[src/rtl/riscv_test_ctrl.sv]
// riscv_test_ctrl: test-harness controller for a RISC-V core.
// It holds the core in reset for RST_CYCLES after release, then counts run cycles
// and watches for a tohost status write, a timeout or, optionally, a stalled PC.
// Optional halt detection is enabled with macro RISCV_TEST_CTRL_HALT_DET_EN.
//
//   state    | meaning
//   ---------+-----------------------------------------------
//   RST_HOLD | core held in reset, counting hold cycles
//   RUN      | core running, cycle counter advancing
//   PASS     | tohost reported 1 (sticky)
//   FAIL     | tohost reported odd code != 1 (sticky)
//   TIMEOUT  | run-cycle budget exhausted (sticky)
//   HALT     | PC stable for HALT_CYCLES cycles (sticky)
module riscv_test_ctrl #(
  parameter int              XLEN        = 32,
  parameter int              RST_CYCLES  = 4,
  parameter int              MAX_CYCLES  = 100,
  parameter logic [XLEN-1:0] TOHOST_ADDR = 32'h0000_0F00,
  parameter int              HALT_CYCLES = 8,
  parameter int              CNT_W       = 32
) (
  input  logic              i_clk,
  input  logic              i_rstn,
  input  logic [XLEN-1:0]   i_pc,
  input  logic [XLEN-1:0]   i_dmem_addr,
  input  logic              i_dmem_wr_en,
  input  logic [XLEN-1:0]   i_dmem_wr_data,
  input  logic [XLEN/8-1:0] i_dmem_byte_sel,
  output logic              o_core_rstn,
  output logic              o_done,
  output logic              o_pass,
  output logic              o_fail,
  output logic              o_timeout,
  output logic              o_halt,
  output logic [XLEN-2:0]   o_exit_code,
  output logic [CNT_W-1:0]  o_cycle_cnt
);

  typedef enum logic [2:0] {
    RST_HOLD,
    RUN,
    PASS,
    FAIL,
    TIMEOUT,
    HALT
  } state_t;

  // RST_CYCLES of 0 or 1 both leave hold on the first edge after release.
  localparam int RW       = (RST_CYCLES > 1) ? $clog2(RST_CYCLES) : 1;
  localparam int RST_LAST = (RST_CYCLES > 1) ? RST_CYCLES - 1 : 0;
  localparam logic [CNT_W-1:0] TO_LAST = CNT_W'(MAX_CYCLES - 1);

  state_t          state, state_next;
  logic [RW-1:0]   rst_cnt;
  logic            rst_done;
  logic            hit, pass_ev, fail_ev, halt_ev, timeout_ev;

  assign rst_done   = (rst_cnt == RST_LAST[RW-1:0]);
  assign hit        = i_dmem_wr_en && (i_dmem_addr == TOHOST_ADDR) && (&i_dmem_byte_sel);
  assign pass_ev    = hit && (i_dmem_wr_data == XLEN'(1));
  assign fail_ev    = hit && i_dmem_wr_data[0] && (i_dmem_wr_data[XLEN-1:1] != '0);
  assign timeout_ev = (o_cycle_cnt == TO_LAST);

`ifdef RISCV_TEST_CTRL_HALT_DET_EN
  localparam int HW        = $clog2(HALT_CYCLES + 1);
  localparam int HALT_LAST = (HALT_CYCLES > 1) ? HALT_CYCLES - 1 : 0;

  logic [XLEN-1:0] prev_pc;
  logic [HW-1:0]   stable_cnt;

  assign halt_ev = (i_pc == prev_pc) && (stable_cnt == HALT_LAST[HW-1:0]);

  // Track how many consecutive RUN cycles the PC has not moved.
  always_ff @(posedge i_clk or negedge i_rstn) begin
    if (!i_rstn) begin
      prev_pc    <= '0;
      stable_cnt <= '0;
    end else if (state == RUN) begin
      prev_pc    <= i_pc;
      stable_cnt <= (i_pc == prev_pc) ? stable_cnt + 1'b1 : '0;
    end
  end
`else
  logic unused_pc;
  assign unused_pc = ^i_pc;
  assign halt_ev   = 1'b0;
`endif

  // Next-state: tohost beats halt, halt beats timeout.
  always_comb begin
    state_next = state;
    case (state)
      RST_HOLD: if (rst_done) state_next = RUN;
      RUN: begin
        if (pass_ev)         state_next = PASS;
        else if (fail_ev)    state_next = FAIL;
        else if (halt_ev)    state_next = HALT;
        else if (timeout_ev) state_next = TIMEOUT;
      end
      default: state_next = state;
    endcase
  end

  // State, hold counter, run counter and registered outputs.
  always_ff @(posedge i_clk or negedge i_rstn) begin
    if (!i_rstn) begin
      state       <= RST_HOLD;
      rst_cnt     <= '0;
      o_core_rstn <= 1'b0;
      o_done      <= 1'b0;
      o_pass      <= 1'b0;
      o_fail      <= 1'b0;
      o_timeout   <= 1'b0;
      o_halt      <= 1'b0;
      o_exit_code <= '0;
      o_cycle_cnt <= '0;
    end else begin
      state       <= state_next;
      o_core_rstn <= (state_next != RST_HOLD);
      o_pass      <= (state_next == PASS);
      o_fail      <= (state_next == FAIL);
      o_timeout   <= (state_next == TIMEOUT);
      o_halt      <= (state_next == HALT);
      o_done      <= (state_next == PASS) || (state_next == FAIL) ||
                     (state_next == TIMEOUT) || (state_next == HALT);
      if (state == RST_HOLD && !rst_done)
        rst_cnt <= rst_cnt + 1'b1;
      if (state == RUN && o_cycle_cnt != '1)
        o_cycle_cnt <= o_cycle_cnt + 1'b1;
      if (state == RUN && state_next == FAIL)
        o_exit_code <= i_dmem_wr_data[XLEN-1:1];
    end
  end

endmodule

[config.mk]
export PLATFORM = sky130hd
export DESIGN_NAME = riscv_test_ctrl
export DESIGN_NICKNAME = d
export VERILOG_FILES = /design/src/rtl/riscv_test_ctrl.sv
export SDC_FILE = /design/constraint.sdc
export NUM_CORES = 1
export LEC_CHECK = 0
export ABC_AREA = 1
export ABC_CLOCK_PERIOD_IN_PS = 1600
export CAP_MARGIN = 20
export CORE_MARGIN = 2
export CORE_UTILIZATION = 38
export DETAILED_ROUTE_END_ITERATION = 16
export PLACE_DENSITY = 0.74
export SYNTH_ARGS = -nofsm -noshare
export SYNTH_HDL_FRONTEND = slang
export SYNTH_SLANG_ARGS = --single-unit
[constraint.sdc]
create_clock -name i_clk -period 1.6 [get_ports i_clk]
set_input_delay 0.4 -clock i_clk [delete_from_list [all_inputs] [get_ports i_clk]]
set_output_delay 0.4 -clock i_clk [all_outputs]
set_load 0.005 [all_outputs]
==> key figures <==
STA
  – Final Cycle Share: 120%
  – Post-route setup slack: -0.323 ns
  – Setup violations, final: 71
  – Rel. slew slack: 73.3%
  – Max Clock Freq: 520 MHz
  – Hold Fails Final Rpt: 0
  – Slew Limit Fails: 0
  – Final setup TNS: -16.88 ns
  – Setup Skew: 0.0135 ns
  – RSZ-0062 raised after global routing: yes
  – Slew @ Worst Pin: 0.400 ns
  – Crit path time final: 1.92 ns

Layout
  – Fillers: 721
  – Nets: 838
  – Area Growth Syn to Fin: 82.6%
  – Layout cell share with drive strength beyond 1: 34.8%
  – Final std cells w/o fill: 871
  – Diodes inserted: 0
  – Most frequent cells in the layout: nand2_1 (109), buf_4 (109), dlygate4sd2_1 (108)
  – Fin util: 71.1%

Floorplanning
  – Die area: 10800 um^2
  – Boundary Pins: 172
  – Die Y: 104 um
  – Core Footprint: 9730 um^2
  – Initial Util: 39.0%
  – Row cnt: 36
  – Die width: 104 um

Yosys
  – Yosys reg bits: 74
  – Netlist cell types: 30
  – Syn nets: 552
  – Mean Syn Cell Area: 8.48 um^2
  – Post-synth ARST share: 100%
  – Synthesis warning total: 0
  – EDFF count, synth: 0
  – Cells after synthesis: 447
  – Synthesized cell area: 3790 um^2
  – Top FF cell, synth: dfrtp_1
  – Register area share after synthesis: 48.9%

CTS
  – CTS Hold Bufs: 0
  – Clk root buf: clkbuf_8
  – TritonCTS clock tree: done
  – Clock Path Buffers: 2
  – Worst-skew pair later-pin latency: 0.36 ns
  – TritonCTS Buffers: 9
  – Number of H-tree levels: 3
  – Sink Count: 74
  – CTS clk-pin slew, worst paths: 0.09 ns

Worst setup path
  – Crit Path Category: reg -> reg
  – Crit start category: flop
  – Worst Setup SP: o_cycle_cnt[20]
  – Nature of the critical path endpoint: flop
  – RR Endpoint: o_cycle_cnt[26]
  – Setup crit end: o_cycle_cnt[26]
  – Worst-path maximum fanout: 6
  – Critical Path AT: 2.17 ns
  – Data required, critical path: 1.84 ns
  – RR Startpoint: o_cycle_cnt[20]
  – Worst reg2reg path depth: 11
  – FF-to-FF setup slack: -0.32 ns

Placed design
  – Routability-driven placement congestion ratio: 0.835
  – Pre-CTS setup slack: -0.766 ns
  – Detailed placement HPWL: 8270 um
  – Cells after DPL: 780
  – Port Buffers: 139

Drt
  – DR vias/cell: 5.00
  – Routed WL: 13700 um
  – Avg WL per Cell: 15.7 um
  – Pre-Repair DR Iteration Count: 5
  – Vias post-DR: 4353
  – # DRC: 0
  – Drt initial violations: 215
  – ANT nets after route: 0
  – Routed wl met3: 809 um
  – Met2 WL: 7220 um
  – Wl on met1: 5380 um
  – Top layer in use: met4

Status
  – Violated checks: setup timing
  – Status: finished, violations left

Global routing
  – Vias in the first global route: 4465
  – First-pass GRT wire length: 21100 um
  – All-Layer GR Usage: 24.0%
  – Pin count of the biggest net entering global routing: 75
  – Antenna violations before repair: 0
  – Total grt overflow: 0

Power and ir drop
  – Total leakage power: 3.89 nW
  – Peak VDD IR: 355 uV
  – Pwr Total: 3.96 mW
  – Power per Cell Area: 572 nW/um^2

Min path
  – Worst hold path class: in -> async

Job
  – Max-Cap Viols: 0
[worst min path at each step]
stage,start,to,slack (ns),depth (start not counted)
after floorplan,i_rstn,o_core_rstn,0.10,0
after global placement,o_exit_code[0],o_exit_code[0],0.45,2
after detailed placement,o_exit_code[8],o_exit_code[8],0.46,2
after CTS,i_rstn,o_exit_code[23],0.08,2
after global routing,i_rstn,o_exit_code[23],0.09,2
final,i_rstn,o_exit_code[26],0.07,2
[worst max-delay path, cell delays in order, from the launching register on]
cell and delay, ns:
dfrtp_1 0.42, buf_4 0.14, nand2_2 0.08, nor2_4 0.13
nand4_1 0.10, nor3_2 0.14, nand2_1 0.13, nand2_4 0.19
inv_8 0.06, nand4_1 0.17, nor2_1 0.08, xor2_1 0.16
[registers in the layout (all words and copies together) (netlist names)]
name         count
o_halt           1
o_core_rstn      1
state            3
o_fail           1
o_timeout        1
o_cycle_cnt     32
o_pass           1
rst_cnt          2
o_done           1
o_exit_code     31
[cell usage after synthesis (2+ instances only)]
master	n	area, um^2
nand3_1	10	50.1
inv_2	6	22.5
xor2_1	20	175
nor3_1	8	40.0
ha_1	2	25.0
nand2_2	11	68.8
xnor2_1	12	105
nor2_1	84	315
clkbuf_4	2	15.0
nor2_2	3	18.8
buf_2	3	15.0
buf_4	2	15.0
dfrtp_1	74	1850
inv_1	21	78.8
nand2_1	121	454
nor2_4	3	33.8
nand4_1	46	288
nand3_2	2	20.0
buf_6	6	67.6
[area by class of cell]
type,instances,area (um^2),share of cell area (%)
Inverter,27,111,1.61
Clock inverter,6,113,1.63
Multi-Input combinational cell,333,1980,28.5
Clock buffer,10,138,1.99
Sequential cell,74,1850,26.8
Tap cell,133,166,2.40
Timing Repair Buffer,288,2560,37.1
[report_power, final]
| part | switching [mW] | leakage [nW] | total, mW | internal [mW] |
|---|---|---|---|---|
| clock | 0.780 | 0.127 | 1.86 | 1.09 |
| combinational | 0.101 | 2.75 | 0.227 | 0.126 |
| sequential | 0 | 1.01 | 1.87 | 1.87 |
| total | 0.881 | 3.89 | 3.96 | 3.08 |
[metal layers]
layer  vias to the layer above  track usage (%)
met5                         -                0
met4                         0             8.20
met3                        33             4.64
met2                       198             42.7
met1                      2102             29.0
li1                       2020                -
[cells by family after synthesis]
kind of cell,Yosys count,share of synthesized area (%)
AO/OA/AOI/OAI,2,0.363
XOR/XNOR,32,7.40
adder cells (fa/ha/maj),2,0.660
buffers and inverters,40,5.65
flip-flops,74,48.9
multiplexers,1,0.297
AND/OR/NAND/NOR,296,36.8
[per-stage QoR]
stage                     instance area (um^2)  hold slack, ns
after global placement                    5850           0.453
after global routing                      6920          0.0853
after CTS                                 6690          0.0795
final                                     6920          0.0669
after detailed placement                  5850           0.463
after floorplan                           3810           0.104
[timing repair]
| action | in CTS | in global routing |
|---|---|---|
| gates cloned | 0 | 2 |
| setup buffers | 59 | 16 |
| endpoints found under the setup margin | 135 | 91 |
| pin swaps | 30 | 4 |
| gates resized for setup | 208 | 50 |
Note: power is estimated with default switching activity, not from simulation.
